--- config.mk ---
export PLATFORM = sky130hd
export DESIGN_NAME = sorting_pkt_tx
export DESIGN_NICKNAME = d
export VERILOG_FILES = /design/src/rtl/sorting_pkt_tx.sv
export SDC_FILE = /design/constraint.sdc
export NUM_CORES = 1
export LEC_CHECK = 0
export ABC_AREA = 1
export CAP_MARGIN = 40
export CELL_PAD_IN_SITES_DETAIL_PLACEMENT = 1
export CELL_PAD_IN_SITES_GLOBAL_PLACEMENT = 1
export CORE_AREA = 2 2 106 108
export CTS_CLUSTER_SIZE = 20
export DETAILED_ROUTE_END_ITERATION = 10
export DIE_AREA = 0 0 108 110
export PLACE_DENSITY = 0.73
export SLEW_MARGIN = 15
export SYNTH_ARGS = -nofsm -noshare
export SYNTH_HDL_FRONTEND = slang
export SYNTH_SLANG_ARGS = --single-unit
--- constraint.sdc ---
create_clock -name clk_i -period 2.22 [get_ports clk_i]
set_input_delay 0.444 -clock clk_i [delete_from_list [all_inputs] [get_ports clk_i]]
set_output_delay 0.444 -clock clk_i [all_outputs]
set_load 0.01 [all_outputs]
--- src/rtl/sorting_pkt_tx.sv ---
// Packet transmitter feeding the sorter: buffers one upstream packet, then
// emits it as a gap-free val/sop/eop burst once the sorter is idle.
module sorting_pkt_tx #(
   parameter int unsigned DWIDTH = 8,
   parameter int unsigned AWIDTH = 3
) (
   input  logic              clk_i,
   input  logic              srst_i,
   input  logic [DWIDTH-1:0] in_data_i,
   input  logic              in_val_i,
   input  logic              in_last_i,
   output logic              in_ready_o,
   output logic [DWIDTH-1:0] data_o,
   output logic              sop_o,
   output logic              eop_o,
   output logic              val_o,
   input  logic              busy_i,
   output logic              drop_o,
   output logic [15:0]       pkt_cnt_o
);

   localparam int unsigned DEPTH  = 2 ** AWIDTH;
   localparam int unsigned LWIDTH = AWIDTH + 1;
   localparam int unsigned GWIDTH = 2;

   typedef enum logic [1:0] {
      ST_FILL = 2'd0,
      ST_WAIT = 2'd1,
      ST_SEND = 2'd2
   } state_t;

   state_t              state_q, state_d;
   logic [AWIDTH-1:0]   wr_ptr_q, wr_ptr_d;
   logic [AWIDTH-1:0]   rd_ptr_q, rd_ptr_d;
   logic [LWIDTH-1:0]   len_q, len_d;
   logic [GWIDTH-1:0]   guard_q, guard_d;
   logic [DWIDTH-1:0]   data_d;
   logic                sop_d, eop_d, val_d, drop_d;
   logic [15:0]         pkt_cnt_d;
   logic [DWIDTH-1:0]   mem_q [DEPTH];
   logic                wr_en;
   logic                full_word;

   // Reset is excluded from the internal write enable; it only gates the port.
   assign wr_en      = (state_q == ST_FILL) && in_val_i;
   assign full_word  = (wr_ptr_q == AWIDTH'(DEPTH - 1));
   assign in_ready_o = (state_q == ST_FILL) && !srst_i;

   // Packet buffer; stale contents are never read because len gates the burst.
   always_ff @(posedge clk_i) begin
      if (wr_en) begin
         mem_q[wr_ptr_q] <= in_data_i;
      end
   end

   // State register.
   always_ff @(posedge clk_i or posedge srst_i) begin
      if (srst_i) begin
         state_q <= ST_FILL;
      end else begin
         state_q <= state_d;
      end
   end

   // Next-state, counters and next values of the registered outputs.
   always_comb begin
      state_d   = state_q;
      wr_ptr_d  = wr_ptr_q;
      rd_ptr_d  = rd_ptr_q;
      len_d     = len_q;
      guard_d   = (guard_q != '0) ? guard_q - GWIDTH'(1) : guard_q;
      data_d    = data_o;
      sop_d     = 1'b0;
      eop_d     = 1'b0;
      val_d     = 1'b0;
      drop_d    = 1'b0;
      pkt_cnt_d = pkt_cnt_o;

      unique case (state_q)
         ST_FILL: begin
            if (wr_en) begin
               wr_ptr_d = wr_ptr_q + AWIDTH'(1);
               // A last flag on the full word is the same single close.
               if (in_last_i || full_word) begin
                  if (wr_ptr_q == '0) begin
                     drop_d   = 1'b1;
                     wr_ptr_d = '0;
                  end else begin
                     len_d   = LWIDTH'(wr_ptr_q) + LWIDTH'(1);
                     state_d = ST_WAIT;
                  end
               end
            end
         end
         ST_WAIT: begin
            if (!busy_i && (guard_q == '0)) begin
               state_d  = ST_SEND;
               val_d    = 1'b1;
               sop_d    = 1'b1;
               data_d   = mem_q[0];
               rd_ptr_d = AWIDTH'(1);
            end
         end
         ST_SEND: begin
            if (eop_o) begin
               state_d   = ST_FILL;
               pkt_cnt_d = pkt_cnt_o + 16'd1;
               guard_d   = GWIDTH'(2);
               wr_ptr_d  = '0;
            end else begin
               val_d    = 1'b1;
               data_d   = mem_q[rd_ptr_q];
               eop_d    = (LWIDTH'(rd_ptr_q) == (len_q - LWIDTH'(1)));
               rd_ptr_d = rd_ptr_q + AWIDTH'(1);
            end
         end
         default: begin
            state_d = ST_FILL;
         end
      endcase
   end

   // Datapath and registered outputs.
   always_ff @(posedge clk_i or posedge srst_i) begin
      if (srst_i) begin
         wr_ptr_q  <= '0;
         rd_ptr_q  <= '0;
         len_q     <= '0;
         guard_q   <= '0;
         data_o    <= '0;
         sop_o     <= 1'b0;
         eop_o     <= 1'b0;
         val_o     <= 1'b0;
         drop_o    <= 1'b0;
         pkt_cnt_o <= '0;
      end else begin
         wr_ptr_q  <= wr_ptr_d;
         rd_ptr_q  <= rd_ptr_d;
         len_q     <= len_d;
         guard_q   <= guard_d;
         data_o    <= data_d;
         sop_o     <= sop_d;
         eop_o     <= eop_d;
         val_o     <= val_d;
         drop_o    <= drop_d;
         pkt_cnt_o <= pkt_cnt_d;
      end
   end

endmodule

==> results.cfg <==
[cts]
clockBufferDepth = 2
clk_pin_slew_ns = 0.10
cts-buffers-inserted = 9
clock_sinks = 106
cts_root_buffer = clkbuf_8
clock_latency_ns = 0.38
htreeDepth = 3
postCtsHoldBufs = 0
cts_tree = done

[sta]
max_freq_mhz = 506
rsz0062_at_grt = false
slew_headroom = 0.665
worst_slack_ns = 0.245
hold_violations = 0
worst_pin_slew_ns = 0.502
finalSetupViolCount = 0
fin_skew_ns = 0.0193
fin_crit_sh = 0.890
finalSetupTns_ns = 0
min_period_ns = 1.98
drv_slew = 0

[setup_path]
critPathCapture = in_ready_o
worstPathRequired_ns = 1.78
cp-start-kind = flop
reg2reg_from = state_q[0]
end_kind = primary output
worstReg2RegEnd = data_o[4]
arrival_ns = 1.53
rr_worst_depth = 9
critPathMaxFanout = 4
path_class = flop to primary output
cp-startpoint = state_q[1]
rrSetupSlack_ns = 0.30

[logic_synthesis]
async_reset_ff_frac = 0.396
synth_common_cells = nand2_1, edfxtp_1, inv_1, nor2_1, dfrtp_1
yosysSeqAreaShare = 0.632
synth_seq_cells = 106
synth.top_cell.area_share = 0.408
ys_warn_count = 0
synth_top_flop_cell = edfxtp_1
netlist_instances = 447
ys_top_cells_by_area = edfxtp_1, dfrtp_1, nand2_1, inv_1, nand3_1
synth_edf_count = 64
yosysTopAreaCell = edfxtp_1
ys_types = 28
synth_area_um2 = 4710
synth_most_common_cell = nand2_1
syn_nets = 471
synth_area_per_cell_um2 = 10.5

[pwr]
ir_drop_v = 0.000599
totalPowerFinal_mw = 5.82
p_per_area_nw_per_um2 = 1050
leakage_nw = 2.31

[floorplanning]
dieArea_um2 = 11900
start_util = 0.440
ios = 42
chipWidth_um = 108
die_h_um = 110
coreArea_um2 = 10700
rows = 38

[finish]
fin_cells = 646
nets = 526
drive_above_1_share = 0.0889
syn_to_final_growth_pct = 17.6
antenna_cells = 0

[placed_design]
post-place-ws_ns = 0.250
globalplace.congestion = 0.760
dp_cells = 630
dp_hpwl_um = 7660
numPortBuffers = 41

[detailed_routing]
drc = 0
drt_pass1_iterations = 4
wl_um = 11200
drt_iter0_drc = 172
avgRoutedWirePerCell_um = 17.3
ant_nets = 0
num_vias = 3325
routed_via_density = 5.15

[min_path]
hold_path.class = input port to async pin

[grt]
grtUsageMet3 = 0.0406
grt_pass1_wl_um = 18200
grt_start_max_net_pins = 38
grtUsageMet1 = 0.269
busiest_layer = met2
antenna_found_initial = 0
overflow = 0
track_usage = 0.205
grt_pass1_vias = 3545
grt_use_met2 = 0.340

[flow_run]
drv_cap = 0

[status]
status = completed
[critical path, stage by stage (launching register included)]
cell	delay (ns)
dfrtp_1	0.42
inv_2	0.10
ha_2	0.21
inv_1	0.08
nor2_1	0.08
dlygate4sd2_1	0.27
[cells by family after synthesis]
logic type | synth area share
AND/OR/NAND/NOR | 0.166
adder cells (fa/ha/maj) | 0.0292
XOR/XNOR | 0.0354
buffers and inverters | 0.0595
AO/OA/AOI/OAI | 0.0787
flip-flops | 0.632
[power breakdown]
group	internal [mW]	switching, mW	total [mW]
combinational	0.801	1.34	2.14
sequential	2.39	0.171	2.56
clock	0.417	0.697	1.11
[per-stage QoR]
| stage | instance area (um^2) | util | hold WS, ns |
|---|---|---|---|
| 2_1_floorplan | 4710 | - | 0.431 |
| 3_3_place_gp | 5350 | 0.500 | 0.443 |
| 3_5_place_dp | 5350 | 0.500 | 0.454 |
| 4_1_cts | 5540 | 0.517 | 0.439 |
| 5_1_grt | 5540 | 0.517 | 0.477 |
| 6_report | 5540 | 0.517 | 0.420 |
[registers in the layout, summed over array words and instances (netlist names)]
name       flops
drop_o         1
rd_ptr_q       3
data_o         8
wr_ptr_q       3
len_q          4
val_o          1
mem_q         64
state_q        2
sop_o          1
guard_q        2
eop_o          1
pkt_cnt_o     16
[layout by cell type, fill, tap and decap left out, drive strengths merged, types with 15 or more instances in the layout]
cell,n
edfxtp,64
inv,56
o211ai,15
o21ai,29
nand3,37
nor2,48
nand2,91
buf,16
clkdlybuf4s50,40
dfrtp,42
[worst min path at each step]
stage                              end       start  slack [ns]  cells past startpoint
final                           drop_o      srst_i        0.42                      2
after CTS                       drop_o      srst_i        0.44                      2
after detailed placement    guard_q[0]  guard_q[0]        0.45                      1
after floorplan             guard_q[0]  guard_q[0]        0.43                      1
after global placement      guard_q[0]  guard_q[0]        0.44                      1
after global routing      pkt_cnt_o[3]      srst_i        0.48                      2
[final cells by class]
cell class	instances	area, um^2
fill	1204	5160
sequential	106	2970
multi-input combinational	273	1460
timing repair buffer	57	542
inverter	55	214
tap	140	175
clock buffer	9	124
clock inverter	6	51.3
[per-layer routing]
metal | vias to the layer above | routed length (um)
li1 | 1591 | -
met1 | 1657 | 5110
met2 | 61 | 5400
met3 | 16 | 455
met4 | 0 | 200
met5 | - | 0
[what timing repair did]
item / in CTS / in global routing
setup buffers: 1 / 0
hold endpoints to repair: 0 / 0
resized for setup: 3 / 0
setup endpoints to repair: 1 / 0
Note: power is estimated with default switching activity, not from simulation.
